### config.mk
export PLATFORM = sky130hd
export DESIGN_NAME = mul_hilo_ctrl
export DESIGN_NICKNAME = d
export VERILOG_FILES = /design/src/rtl/mul_hilo_ctrl.sv
export SDC_FILE = /design/constraint.sdc
export NUM_CORES = 1
export LEC_CHECK = 0
export ABC_AREA = 1
export CAP_MARGIN = 30
export CORE_AREA = 2 2 86 170
export CTS_CLUSTER_SIZE = 24
export DETAILED_ROUTE_END_ITERATION = 10
export DIE_AREA = 0 0 88 172
export GPL_TIMING_DRIVEN = 0
export PLACE_DENSITY = 0.8
export SLEW_MARGIN = 20
export SYNTH_ARGS = -nofsm -noshare
export SYNTH_HDL_FRONTEND = slang
export SYNTH_SLANG_ARGS = --single-unit
### constraint.sdc
create_clock -name clk -period 6.97 [get_ports clk]
set_input_delay 1.394 -clock clk [delete_from_list [all_inputs] [get_ports clk]]
set_output_delay 1.394 -clock clk [all_outputs]
set_load 0.01 [all_outputs]
### src/rtl/mul_hilo_ctrl.sv
// HI/LO register controller for a fixed-latency external multiplier.
// Accepts MULT/MTHI/MTLO/NOP requests and captures the product after MUL_LAT cycles.
module mul_hilo_ctrl #(
    parameter int unsigned MUL_LAT = 1
) (
    input  logic        clk,
    input  logic        rst,
    input  logic        req_valid,
    output logic        req_ready,
    input  logic [1:0]  req_op,
    input  logic [31:0] req_a,
    input  logic [31:0] req_b,
    output logic [31:0] mul_a,
    output logic [31:0] mul_b,
    input  logic [63:0] mul_c,
    input  logic        mul_ovf,
    output logic [31:0] hi,
    output logic [31:0] lo,
    output logic        ovf,
    output logic        busy,
    output logic        done
);

    typedef enum logic [1:0] {
        S_IDLE,
        S_ISSUE,
        S_WAIT,
        S_CAPTURE
    } state_t;

    localparam logic [1:0] OP_MULT = 2'b00;
    localparam logic [1:0] OP_MTHI = 2'b01;
    localparam logic [1:0] OP_MTLO = 2'b10;
    localparam logic [3:0] CNT_INIT = 4'(MUL_LAT - 1);

    state_t     state;
    logic [3:0] cnt;

    assign req_ready = (state == S_IDLE) && !rst;

    always_ff @(posedge clk or posedge rst) begin
        if (rst) begin
            state <= S_IDLE;
            cnt   <= '0;
            mul_a <= '0;
            mul_b <= '0;
            hi    <= '0;
            lo    <= '0;
            ovf   <= 1'b0;
            busy  <= 1'b0;
            done  <= 1'b0;
        end else begin
            done <= 1'b0;
            case (state)
                S_IDLE: begin
                    if (req_valid) begin
                        case (req_op)
                            OP_MULT: begin
                                mul_a <= req_a;
                                mul_b <= req_b;
                                busy  <= 1'b1;
                                state <= S_ISSUE;
                            end
                            OP_MTHI: hi <= req_a;
                            OP_MTLO: lo <= req_a;
                            default: ;
                        endcase
                    end
                end
                S_ISSUE: begin
                    cnt   <= CNT_INIT;
                    state <= S_WAIT;
                end
                S_WAIT: begin
                    // done is raised on entry so it is high for the whole CAPTURE cycle
                    if (cnt == 4'd0) begin
                        state <= S_CAPTURE;
                        done  <= 1'b1;
                    end else begin
                        cnt <= cnt - 4'd1;
                    end
                end
                S_CAPTURE: begin
                    hi    <= mul_c[63:32];
                    lo    <= mul_c[31:0];
                    ovf   <= mul_ovf;
                    busy  <= 1'b0;
                    state <= S_IDLE;
                end
                default: state <= S_IDLE;
            endcase
        end
    end

endmodule
==> impl_metrics.csv, run 1 <==
group,metric,value,unit
final_layout,num-fill-cells,1094,
synth,synth_seq_cells,137,
global_route,use_met1,28.5,%
worst_setup_path,crit_arrival,2.59,ns
die,core_area,13800,sq um
global_route,grt_pass1_wl,31.9,mm
clock_network,cts_buffer_depth,2,
timing,hold_violations,0,
timing,fin_skew,0.00951,ns
worst_setup_path,r2r-start,"state[0]",
power,ir_drop,261,uV
die,dieArea,15100,sq um
worst_setup_path,cpPeakStageDelay,0.54,ns
clock_network,cts_resized,0,
die,rows,61,
synth,synth_seq_area_share,55.0,%
worst_setup_path,cp-start-kind,"input pin",
clock_network,insertion_delay,0.42,ns
worst_setup_path,worst-path-max-fanout,2,
routing,viasPerCell,4.83,
placed_design,place_congestion,0.878,
routing,via_count,6183,
global_route,use_met2,52.0,%
timing,setup_viol,0,
clock_network,numClockSinks,137,
clock_network,clock-root-buffer,"clkbuf_16",
power,clockPowerShare,21.6,%
final_layout,finalNetCount,1220,
global_route,grt_pass1_vias,6092,
routing,drt-total-wl,21.2,mm
timing,fmax,0.251,GHz
timing,rsz0062_at_grt,"false",
clock_network,cts_setup_buffers,0,
worst_setup_path,r2r_cells,9,
worst_setup_path,crit_slowest_cell,"clkdlybuf4s50_1",
power,power.leakage,5.01,nW
worst_hold_path,whs_endpoint,"ovf",
die,ios,266,
synth,yosysWarnings,0,
die,initial_core_util,45.1,%
worst_hold_path,hold_start,"ovf",
placed_design,io_buffers,265,
placed_design,dp_hpwl,15.9,mm
clock_network,cts_buffers,17,
power,powerDensity,440,nW/um^2
final_layout,final_cells,1281,
worst_setup_path,cp_common_cell,"clkdlybuf4s50_1",
timing,setup_tns,0,ns
synth,synthDistinctLibCells,19,
worst_setup_path,worstPathCellList,"clkdlybuf4s50_1 > nor2_1 > clkdlybuf4s50_1",
timing,fin_crit,3.98,ns
worst_setup_path,cp.required,5.58,ns
synth,syn-instance-count,794,
timing,slew_headroom,63.9,%
timing,min_period_over_period,57.2,%
die,die_w,88,um
power,pwr-share-seq,31.8,%
global_route,grt_max_degree,98,
routing,drtPass1Iterations,5,
global_route,grt_busiest_layer,"met2",
routing,drc,0,
timing,max_slew.worst_pin.slew,0.542,ns
power,swShare,36.6,%
global_route,met3_usage,6.68,%
worst_hold_path,min_delay_path_depth,2,
final_layout,antenna_cells,0,
clock_network,htreeDepth,4,
synth,syn-cell-area,6240,sq um
outcome,status,"complete, no violations",
routing,ant_nets,0,
clock_network,hold_buffers,0,
worst_setup_path,timing.rr.end,"lo[11]",
final_layout,layout-drive-gt1-share,6.87,%
worst_setup_path,criticalPathCategory,"input pin to output pin",
worst_hold_path,hp-class,"flip-flop to flip-flop",
placed_design,place_inst,1249,
timing,holdWs,0.475,ns
final_layout,postLayoutCellArea,9760,sq um
placed_design,placed_area,9160,sq um
power,switchingPower,1.57,mW
synth,synth_nets,935,
synth,syn_area_per_cell,7.85,sq um
clock_network,cts_tree,"yes",
clock_network,path_clk_slew,0.06,ns
final_layout,syn_to_final_growth,56.6,%
global_route,antenna_found_initial,0,
routing,drtIter0Drc,242,
die,die_height,172,um
power,p_int,2.73,mW
global_route,grt_overflow_total,0,
timing,slew_violations,0,
global_route,grt_usage,28.5,%
worst_setup_path,rrSetupSlack,5.14,ns
worst_setup_path,critPathCaptureType,"output pin",
routing,wl_per_cell,16.5,um
run,maxCapViolCount,0,
power,combPwrFrac,46.6,%
[metrics by stage]
step                utilization [%]  setup slack [ns]  power (mW)
detailed placement             66.3              2.98        3.38
floorplan                         -              1.91        2.27
global route                   70.7              2.93        4.57
global placement               66.1            -0.113        3.33
finish                         70.7              2.99        4.30
CTS                            70.7              2.99        4.33
[cells in the mapped netlist, drive strengths merged]
cell      n  area, sq um
nor2      4         15.0
buf      35          210
ha        7         87.6
nand3    71          370
clkbuf    8         30.0
o21ai    65          325
dfrtp   137         3430
nand3b    1         7.51
nand2   384         1450
inv      80          300
or2       1         6.26
xnor2     1         8.76
[worst max-delay path: cells and delay by family]
kind	cells	cell delay (ns)
buffers and inverters	2	1.05
AND/OR/NAND/NOR	1	0.14
[placed cells by master, fill, tap and decap left out, types with 7 or more instances in the layout]
cell type | Yosys | final
inv_1 | 78 | 77
ha_1 | 7 | 7
o21ai_1 | 54 | 54
buf_4 | 12 | 12
clkbuf_1 | 8 | 9
clkdlybuf4s50_1 | 0 | 265
dfrtp_1 | 137 | 137
nand3_1 | 68 | 68
clkbuf_16 | 0 | 17
buf_2 | 21 | 21
o21ai_0 | 11 | 11
nand2_1 | 382 | 382
[kinds of logic after synthesis]
family | synth area share [%]
AOI/OAI and AO/OA | 5.22
xor gates and xnor gates | 0.140
adders and majority gates | 1.40
buffers and inverters | 8.67
DFF | 55.0
and+or+nand+nor | 29.6
[power by group through the flow]
stage          Combinational, mW  Sequential [mW]  Clock, mW
5_1_grt                     2.19             1.41      0.972
2_1_floorplan              0.742             1.53          0
3_3_place_gp                1.97             1.36          0
3_5_place_dp                2.01             1.37          0
4_1_cts                     2.03             1.36      0.939
6_report                    2.00             1.37      0.928
[final cells by class]
class / count / area [sq um] / share of cell area (%)
flip-flops and latches: 137 / 3430 / 35.1
repair buffers: 266 / 2680 / 27.5
multi-input cells: 534 / 2270 / 23.2
clock buffers: 18 / 429 / 4.40
inverters: 80 / 308 / 3.15
plain buffers: 43 / 240 / 2.46
well taps: 189 / 236 / 2.42
clock inverters: 14 / 174 / 1.78
[worst max-delay path by stage]
| stage | startpoint | endpoint | slack, ns | cells after the start |
|---|---|---|---|---|
| 2_1_floorplan | rst | busy | 1.91 | 1 |
| 3_3_place_gp | rst | mul_b[0] | -0.11 | 2 |
| 3_5_place_dp | rst | req_ready | 2.98 | 3 |
| 4_1_cts | rst | req_ready | 2.99 | 3 |
| 5_1_grt | rst | req_ready | 2.93 | 3 |
| 6_report | rst | req_ready | 2.99 | 3 |
[flip-flops by register name, summed over array words and instances (netlist names)]
name and flops:
lo 32, busy 1, cnt 4, mul_b 32, state 2, hi 32, done 1, mul_a 32
ovf 1
[per-layer routing]
metal / part of all wire, % / up-vias
met5: 0 / -
met4: 5.0 / 0
met3: 6.6 / 59
met2: 54 / 261
met1: 34 / 2852
li1: - / 3011
Power figures use the tool's default switching activity.
==> inputs of run 2 (changes only) <==
- CORE_AREA: 2 2 86 170 -> 2 2 93 184
- DIE_AREA: 0 0 88 172 -> 0 0 95 186
- PLACE_DENSITY: 0.8 -> 0.72
- clock period: 6.97 -> 3.25 ns (I/O delays scaled with it)
==> impl_metrics.csv, run 2 (same netlist as run 1, synthesis figures left out) <==
group,metric,value,unit
routing,drtIter0Drc,195,
worst_setup_path,timing.rr.end,"hi[8]",
timing,setup_viol,0,
routing,wl_per_cell,16.7,um
final_layout,final_cell_mix,"nand2_1 (382), clkdlybuf4s50_1 (265), dfrtp_1 (137)",
worst_setup_path,rrSetupSlack,1.38,ns
worst_hold_path,hold_start,"cnt[0]",
timing,max_slew.worst_pin.slew,0.675,ns
clock_network,cts_tree,"yes",
power,power.leakage,5.02,nW
die,dieArea,17700,sq um
worst_setup_path,worst-path-max-fanout,4,
final_layout,syn_to_final_growth,57.3,%
die,rows,66,
clock_network,cts_resized,0,
final_layout,mostFrequentLayoutCell,"nand2_1",
routing,drt-total-wl,21.7,mm
worst_setup_path,r2r_cells,7,
final_layout,fin_util,60.3,%
clock_network,path_clk_slew,0.06,ns
timing,slew_violations,0,
worst_hold_path,min_delay_path_depth,2,
power,p_total,9.14,mW
timing,slew_headroom,54.9,%
die,die_w,95,um
global_route,antenna_found_initial,0,
worst_hold_path,hp-class,"flip-flop to flip-flop",
worst_hold_path,whs_endpoint,"cnt[0]",
timing,fin_skew,0.00759,ns
clock_network,cts_buffers,17,
routing,viasPerCell,4.71,
worst_setup_path,critPathCaptureType,"output pin",
timing,fin_crit,2.51,ns
final_layout,num-fill-cells,1436,
global_route,grt_pass1_wl,32.6,mm
die,ios,266,
worst_setup_path,r2r-start,"state[0]",
die,core_area,16300,sq um
timing,hold_violations,0,
global_route,grt_pass1_vias,6060,
global_route,grt_usage,25.0,%
outcome,status,"complete, no violations",
clock_network,numClockSinks,137,
final_layout,antenna_cells,0,
final_layout,layout-drive-gt1-share,7.13,%
clock_network,cts_buffer_depth,2,
die,die_height,186,um
power,ir_drop,441,uV
timing,rsz0062_at_grt,"false",
worst_setup_path,cp.required,2.60,ns
placed_design,dp_hpwl,16.8,mm
clock_network,cts_setup_buffers,0,
clock_network,hold_buffers,0,
routing,drtPass1Iterations,4,
global_route,grt_overflow_total,0,
clock_network,htreeDepth,4,
global_route,grt_max_degree,34,
die,initial_core_util,38.3,%
clock_network,clock-root-buffer,"clkbuf_16",
worst_setup_path,criticalPathCategory,"flip-flop to output pin",
routing,via_count,6109,
final_layout,finalNetCount,1223,
power,powerDensity,932,nW/um^2
routing,drc,0,
worst_setup_path,crit_arrival,1.86,ns
timing,min_period_over_period,77.1,%
routing,ant_nets,0,
placed_design,place_congestion,0.844,
worst_setup_path,cp-start-kind,"flip-flop",
clock_network,insertion_delay,0.42,ns
timing,fmax,0.399,GHz
placed_design,io_buffers,265,
run,maxCapViolCount,0,
run 2: changes by cell type in the layout (fill, tap and decap cells not counted):
cell | previous run | this run
buf_12 | 0 | 4
buf_16 | 1 | 0
bufinv_16 | 3 | 2
clkbuf_1 | 9 | 8
clkbuf_8 | 0 | 2
clkinv_2 | 2 | 4
clkinv_4 | 3 | 1
clkinvlp_4 | 4 | 6
inv_6 | 2 | 0
inv_8 | 1 | 0
run 2: per-stage QoR:
stage	hold slack [ns]	TNS [ns]	instance area (sq um)	worst slack [ns]	cells
after floorplan	0.442	0	6240	0.893	794
after global placement	0.453	-58.06	9150	-0.430	1263
after global routing	0.508	0	9810	0.640	1298
after CTS	0.481	0	9810	0.718	1298
after detailed placement	0.467	0	9230	0.846	1267
final	0.476	0	9810	0.743	1298
run 2: critical path, stage by stage (launching register included):
cell	delay, ns
dfrtp_1	0.42
inv_1	0.12
ha_1	0.20
inv_1	0.08
nor2_1	0.09
clkdlybuf4s50_1	0.54
run 2: layout make-up:
cell class / count / area (sq um) / area share [%]
inverter: 80 / 304 / 3.10
timing repair buffer: 269 / 2730 / 27.9
buffer: 43 / 240 / 2.45
tap: 204 / 255 / 2.60
clock buffer: 19 / 453 / 4.62
clock inverter: 12 / 126 / 1.29
multi-input combinational: 534 / 2270 / 23.1
sequential: 137 / 3430 / 35.0
run 2: layer usage:
metal	vias to the layer above	track usage [%]	routed length, um
li1	3010	-	-
met1	2834	26.4	7850
met4	0	12.7	862
met2	213	46.0	12000
met5	-	0	0
met3	52	4.98	1030
run 2: worst max path at each step:
stage / startpoint / end
5_1_grt: state[0] / req_ready
4_1_cts: state[0] / req_ready
6_report: state[1] / req_ready
3_3_place_gp: rst / mul_b[24]
2_1_floorplan: rst / busy
3_5_place_dp: rst / req_ready
run 2: report_power, final:
group / internal, mW / total, mW / leakage [nW] / switching (mW)
logic: 2.14 / 4.30 / 3.02 / 2.15
clock network: 1.16 / 1.91 / 0.273 / 0.749
registers: 2.50 / 2.94 / 1.72 / 0.438
total: 5.80 / 9.14 / 5.02 / 3.34
==> RTL edit 1, RTL diff (flow settings as in run 2) <==
Put one more register stage on the output `ovf`, cleared by the reset. The value now appears one clock later. The other outputs are not delayed to match.
--- a/src/rtl/mul_hilo_ctrl.sv
+++ b/src/rtl/mul_hilo_ctrl.sv
@@ -34,4 +34,6 @@
     localparam logic [3:0] CNT_INIT = 4'(MUL_LAT - 1);
 
+    logic ovf_s0;
+
     state_t     state;
     logic [3:0] cnt;
@@ -47,5 +49,5 @@
             hi    <= '0;
             lo    <= '0;
-            ovf   <= 1'b0;
+            ovf_s0 <= 1'b0;
             busy  <= 1'b0;
             done  <= 1'b0;
@@ -84,5 +86,5 @@
                     hi    <= mul_c[63:32];
                     lo    <= mul_c[31:0];
-                    ovf   <= mul_ovf;
+                    ovf_s0 <= mul_ovf;
                     busy  <= 1'b0;
                     state <= S_IDLE;
@@ -93,3 +95,11 @@
     end
 
+    always_ff @(posedge clk or posedge rst) begin
+        if (rst) begin
+            ovf <= '0;
+        end else begin
+            ovf <= ovf_s0;
+        end
+    end
+
 endmodule
Behaviour: not the same (a bounded check fails within 10 cycles, from zero or initial values and one cycle with rst high).
==> RTL edit 1 against run 2 <==
Total power decreased by 0.84%; final area increased by 0.71%; routed wire length decreased by 1.8%; sequential cell count increased by 1; synthesized cell count increased by 0.13%; synthesized area increased by 0.40%; maximum frequency increased by 0.86%; non-clock buffer count increased by 2; worst setup slack improved by 0.021 ns; via count increased by 0.36%; critical path depth unchanged; critical path type unchanged; clock skew increased by 0.0069 ns; cell count increased by 0.15%.
==> RTL edit 1: results <==
group,metric,value,unit
setup_path,critPathMaxFanout,4,
clock_tree,htreeDepth,4,
grt,grt_pass1_vias,6285,
cells_and_area,n_fill_cell,1500,
detailed_routing,vias,6131,
cells_and_area,drive_above_1_share,6.934,%
grt,grt_max_degree,25,
detailed_routing,drt-pass1-iter-count,5,
synthesis,avgSynthCellArea,7.875,µm²
clock_tree,ctsLongestPathBuffers,2,
outcome,run_status,"finished, final reports clean",
detailed_routing,wire_per_inst,16.40,µm
placement,dp.cells,1270,
clock_tree,clock_latency,0.42,ns
clock_tree,clk_pin_slew_worst_paths,0.06,ns
power,p_leak,5.055,nW
cells_and_area,fin_util,60.71,%
synthesis,seq_area_frac_synth,55.16,%
placement,dp_hpwl,16380,µm
timing,worst_pin_slew,0.6329,ns
cells_and_area,num_antenna_cells,0,
detailed_routing,ant_nets,0,
clock_tree,cts_setup_buffers,0,
setup_path,reg2regPathDepth,9,
grt,grt_use_total,24.80,%
power,peakVddDrop,0.0004101,V
detailed_routing,drtIter0Drc,225,
setup_path,slowest_stage,"clkdlybuf4s50_1",
setup_path,cp_slowest_stage_delay,0.54,ns
hold_path,hold_path_class,"reg2reg",
synthesis,synth_area_leaders,"dfrtp_1 (55%), nand2_1 (23%), nand3_1 (5.4%), inv_1 (4.7%), o21ai_1 (4.3%)",
hold_path,hold_depth,0,
clock_tree,cts_made_buffers,17,
placement,placed_area,9330,µm²
timing,clock_skew,0.01450,ns
clock_tree,cts_root_buf,"clkbuf_16",
synthesis,netlist_top_cells_count,"nand2_1 (382), dfrtp_1 (138), inv_1 (78)",
synthesis,syn_nets,936,
power,p_switching,3.291,mW
grt,grt_antenna_before_repair,0,
cells_and_area,finalNetCount,1226,
setup_path,crit_arrival,1.84,ns
placement,gp_congestion,0.8344,
synthesis,synthArstFlopShare,100.0,%
synthesis,synthDistinctLibCells,19,
detailed_routing,drt_wl_total,21320,µm
grt,grt_pass1_wl,32740,µm
==> RTL edit 1: cell types whose count changed in the layout (fill, tap and decap cells not counted) <==
cell / delta
dfrtp_1: +1
buf_16: +5
clkbuf_8: +1
buf_12: -3
bufinv_16: -1
clkbuf_1: +3
clkinv_2: -1
clkinvlp_4: -3
==> RTL edit 1: cells by family (layout without fill, tap and decap cells) <==
family                     count (synthesis)  after routing  synth area share (%)
adders and majority gates                  7              7                 1.399
xor gates and xnor gates                   1              1                0.1399
buffers and inverters                    123            424                 8.633
DFF                                      138            138                 55.16
and+or+nand+nor                          461            461                 29.48
AOI/OAI and AO/OA                         65             65                 5.196
==> RTL edit 1: path summary, 6_finish.rpt <==
check	from	endpoint	slack, ns
max	state[0]$_DFFE_PP0P_	req_ready	0.76
min	ovf_s0$_DFFE_PP0P_	ovf$_DFF_PP0_	0.37
max reg2reg	state[0]$_DFFE_PP0P_	hi[19]$_DFFE_PP0P_	1.43
min reg2reg	ovf_s0$_DFFE_PP0P_	ovf$_DFF_PP0_	0.37
max in group asynchronous	rst	mul_a[0]$_DFFE_PP0P_	1.71
min in group asynchronous	rst	mul_a[12]$_DFFE_PP0P_	0.67
==> RTL edit 1: stage by stage <==
step | hold WS [ns] | setup slack [ns]
floorplan | 0.3540 | 0.8789
global placement | 0.3597 | -0.5169
detailed placement | 0.3613 | 0.8325
CTS | 0.3742 | 0.7303
global route | 0.3808 | 0.6656
finish | 0.3729 | 0.7647
==> RTL edit 1: metal layers <==
metal	routed length, µm	global-route usage (%)
met1	7698	26.29
met4	613	10.78
met3	1169	5.142
met5	0	0
met2	11840	46.10
==> RTL edit 1: power by group through the flow <==
stage | combinational, mW | clock, mW | sequential, mW
after floorplan | 1.59 | 0 | 3.30
after global placement | 4.25 | 0 | 2.93
after detailed placement | 4.34 | 0 | 2.96
after CTS | 4.37 | 1.87 | 2.95
after global routing | 4.73 | 1.94 | 3.04
final | 4.29 | 1.82 | 2.95
==> RTL edit 1: final cells by class <==
cell class	instances	area share, %
Tap cell	204	2.584
Clock buffer	23	4.839
Buffer	43	2.432
Clock inverter	7	0.6967
Inverter	80	3.078
Timing Repair Buffer	271	28.45
Multi-Input combinational cell	534	22.95
Sequential cell	138	34.96
==> RTL edit 2, RTL diff (settings of run 2) <==
Without the edit above. Encoding of `state_t`: now one-hot (4 bits for 4 states).
--- a/src/rtl/mul_hilo_ctrl.sv
+++ b/src/rtl/mul_hilo_ctrl.sv
@@ -22,9 +22,9 @@
 );
 
-    typedef enum logic [1:0] {
-        S_IDLE,
-        S_ISSUE,
-        S_WAIT,
-        S_CAPTURE
+    typedef enum logic [3:0] {
+        S_IDLE    = 4'b0001,
+        S_ISSUE   = 4'b0010,
+        S_WAIT    = 4'b0100,
+        S_CAPTURE = 4'b1000
     } state_t;
 
Check against the original RTL: no difference found for any inputs over 4 cycles, from zero or initial values and one cycle with rst high; so few cycles prove little.
==> RTL edit 2 against run 2 <==
Worst setup slack worse by 0.096 ns; total power shrank 7.3%; final area is 0.45% higher; global-route usage decreased by 0.30 points; sequential cell count rose by 2; critical path depth is the same; first-iteration DRC count is 14% higher; synthesized area fell by 0.28%; routed wire length about the same; critical path type unchanged; critical endpoint unchanged; largest cell class unchanged; largest power group unchanged.
==> RTL edit 2: results <==
group,metric,value,unit
cells_and_area,drive_above_1_share,7.279,%
clock_tree,ctsLongestPathBuffers,2,
timing,worst_pin_slew,0.6416,ns
power,switching_share,32.97,%
cells_and_area,n_fill_cell,1448,
synthesis,seq_area_frac_synth,55.96,%
grt,grt_use_met1,27.16,%
setup_path,r2r-start,"state[1]$_DFFE_PP0P_",
detailed_routing,wire_per_inst,16.68,µm
grt,grt_pass1_vias,6194,
synthesis,synthDistinctLibCells,20,
power,p_clk_share,23.7,%
setup_path,cp_slowest_stage_delay,0.56,ns
grt,grtUsageMet2,44.45,%
setup_path,rrSetupSlack,1.51,ns
power,peakVddDrop,0.0003899,V
detailed_routing,via_per_inst,4.811,
synthesis,syn_nets,932,
detailed_routing,drtIter0Drc,222,
timing,fin_ws,0.6472,ns
power,p_leak,4.924,nW
synthesis,synth_area_leaders,"dfrtp_1 (56%), nand2_1 (28%), nand3_1 (8.4%), buf_4 (1.8%), buf_2 (1.5%)",
grt,grt_use_total,24.72,%
setup_path,slowest_stage,"dfstp_2",
grt,grt_pass1_wl,32900,µm
clock_tree,htreeDepth,4,
placement,gp_congestion,0.8509,
grt,gr-usage-met3,5.344,%
placement,dp_hpwl,16830,µm
setup_path,crit_arrival,1.95,ns
setup_path,critPathLaunch,"state[0]$_DFFE_PP1P_",
power,p_per_area,859.9,nW/µm²
setup_path,regToRegEndpoint,"hi[11]$_DFFE_PP0P_",
cells_and_area,finalNetCount,1221,
grt,grt_max_degree,30,
power,comb-power,3.49,mW
placement,preCtsSetupSlack,0.8480,ns
outcome,run_status,"finished, final reports clean",
RTL edit 2: stage by stage:
stage                     std cells  area (µm²)
after floorplan                 797        6222
after global placement         1266        9130
after detailed placement       1271        9245
after CTS                      1303        9851
after global routing           1303        9851
final                          1303        9851
RTL edit 2: final cells by class:
| type | count | area [µm²] | share of cell area, % |
|---|---|---|---|
| sequential | 139 | 3480 | 35.32 |
| timing repair buffer | 270 | 2768 | 28.10 |
| multi-input combinational | 598 | 2434 | 24.70 |
| clock buffer | 21 | 460.4 | 4.674 |
| tap | 204 | 255.2 | 2.591 |
| buffer | 45 | 249.0 | 2.528 |
| clock inverter | 11 | 145.1 | 1.473 |
| inverter | 15 | 60.06 | 0.6097 |
RTL edit 2: how the worst min path moves through the flow:
stage	to	slack (ns)	from
5_1_grt	hi[3]$_DFFE_PP0P_	0.49	hi[3]$_DFFE_PP0P_
2_1_floorplan	cnt[3]$_DFFE_PP0P_	0.50	cnt[3]$_DFFE_PP0P_
3_5_place_dp	hi[14]$_DFFE_PP0P_	0.46	hi[14]$_DFFE_PP0P_
4_1_cts	hi[14]$_DFFE_PP0P_	0.47	hi[14]$_DFFE_PP0P_
6_report	hi[14]$_DFFE_PP0P_	0.47	hi[14]$_DFFE_PP0P_
3_3_place_gp	hi[23]$_DFFE_PP0P_	0.45	hi[23]$_DFFE_PP0P_
RTL edit 2: cells by family after synthesis:
group	count (synthesis)	synth area share, %
adder cells (fa/ha/maj)	1	0.2012
AND/OR/NAND/NOR	591	38.39
AO/OA/AOI/OAI	5	0.4024
flip-flops	139	55.96
XOR/XNOR	1	0.1409
buffers and inverters	60	4.909
RTL edit 2: layer usage:
metal / vias up / wire (µm)
met5: - / 0
met4: 0 / 763
met1: 2928 / 8047
met2: 233 / 11650
met3: 43 / 1272
li1: 3065 / -
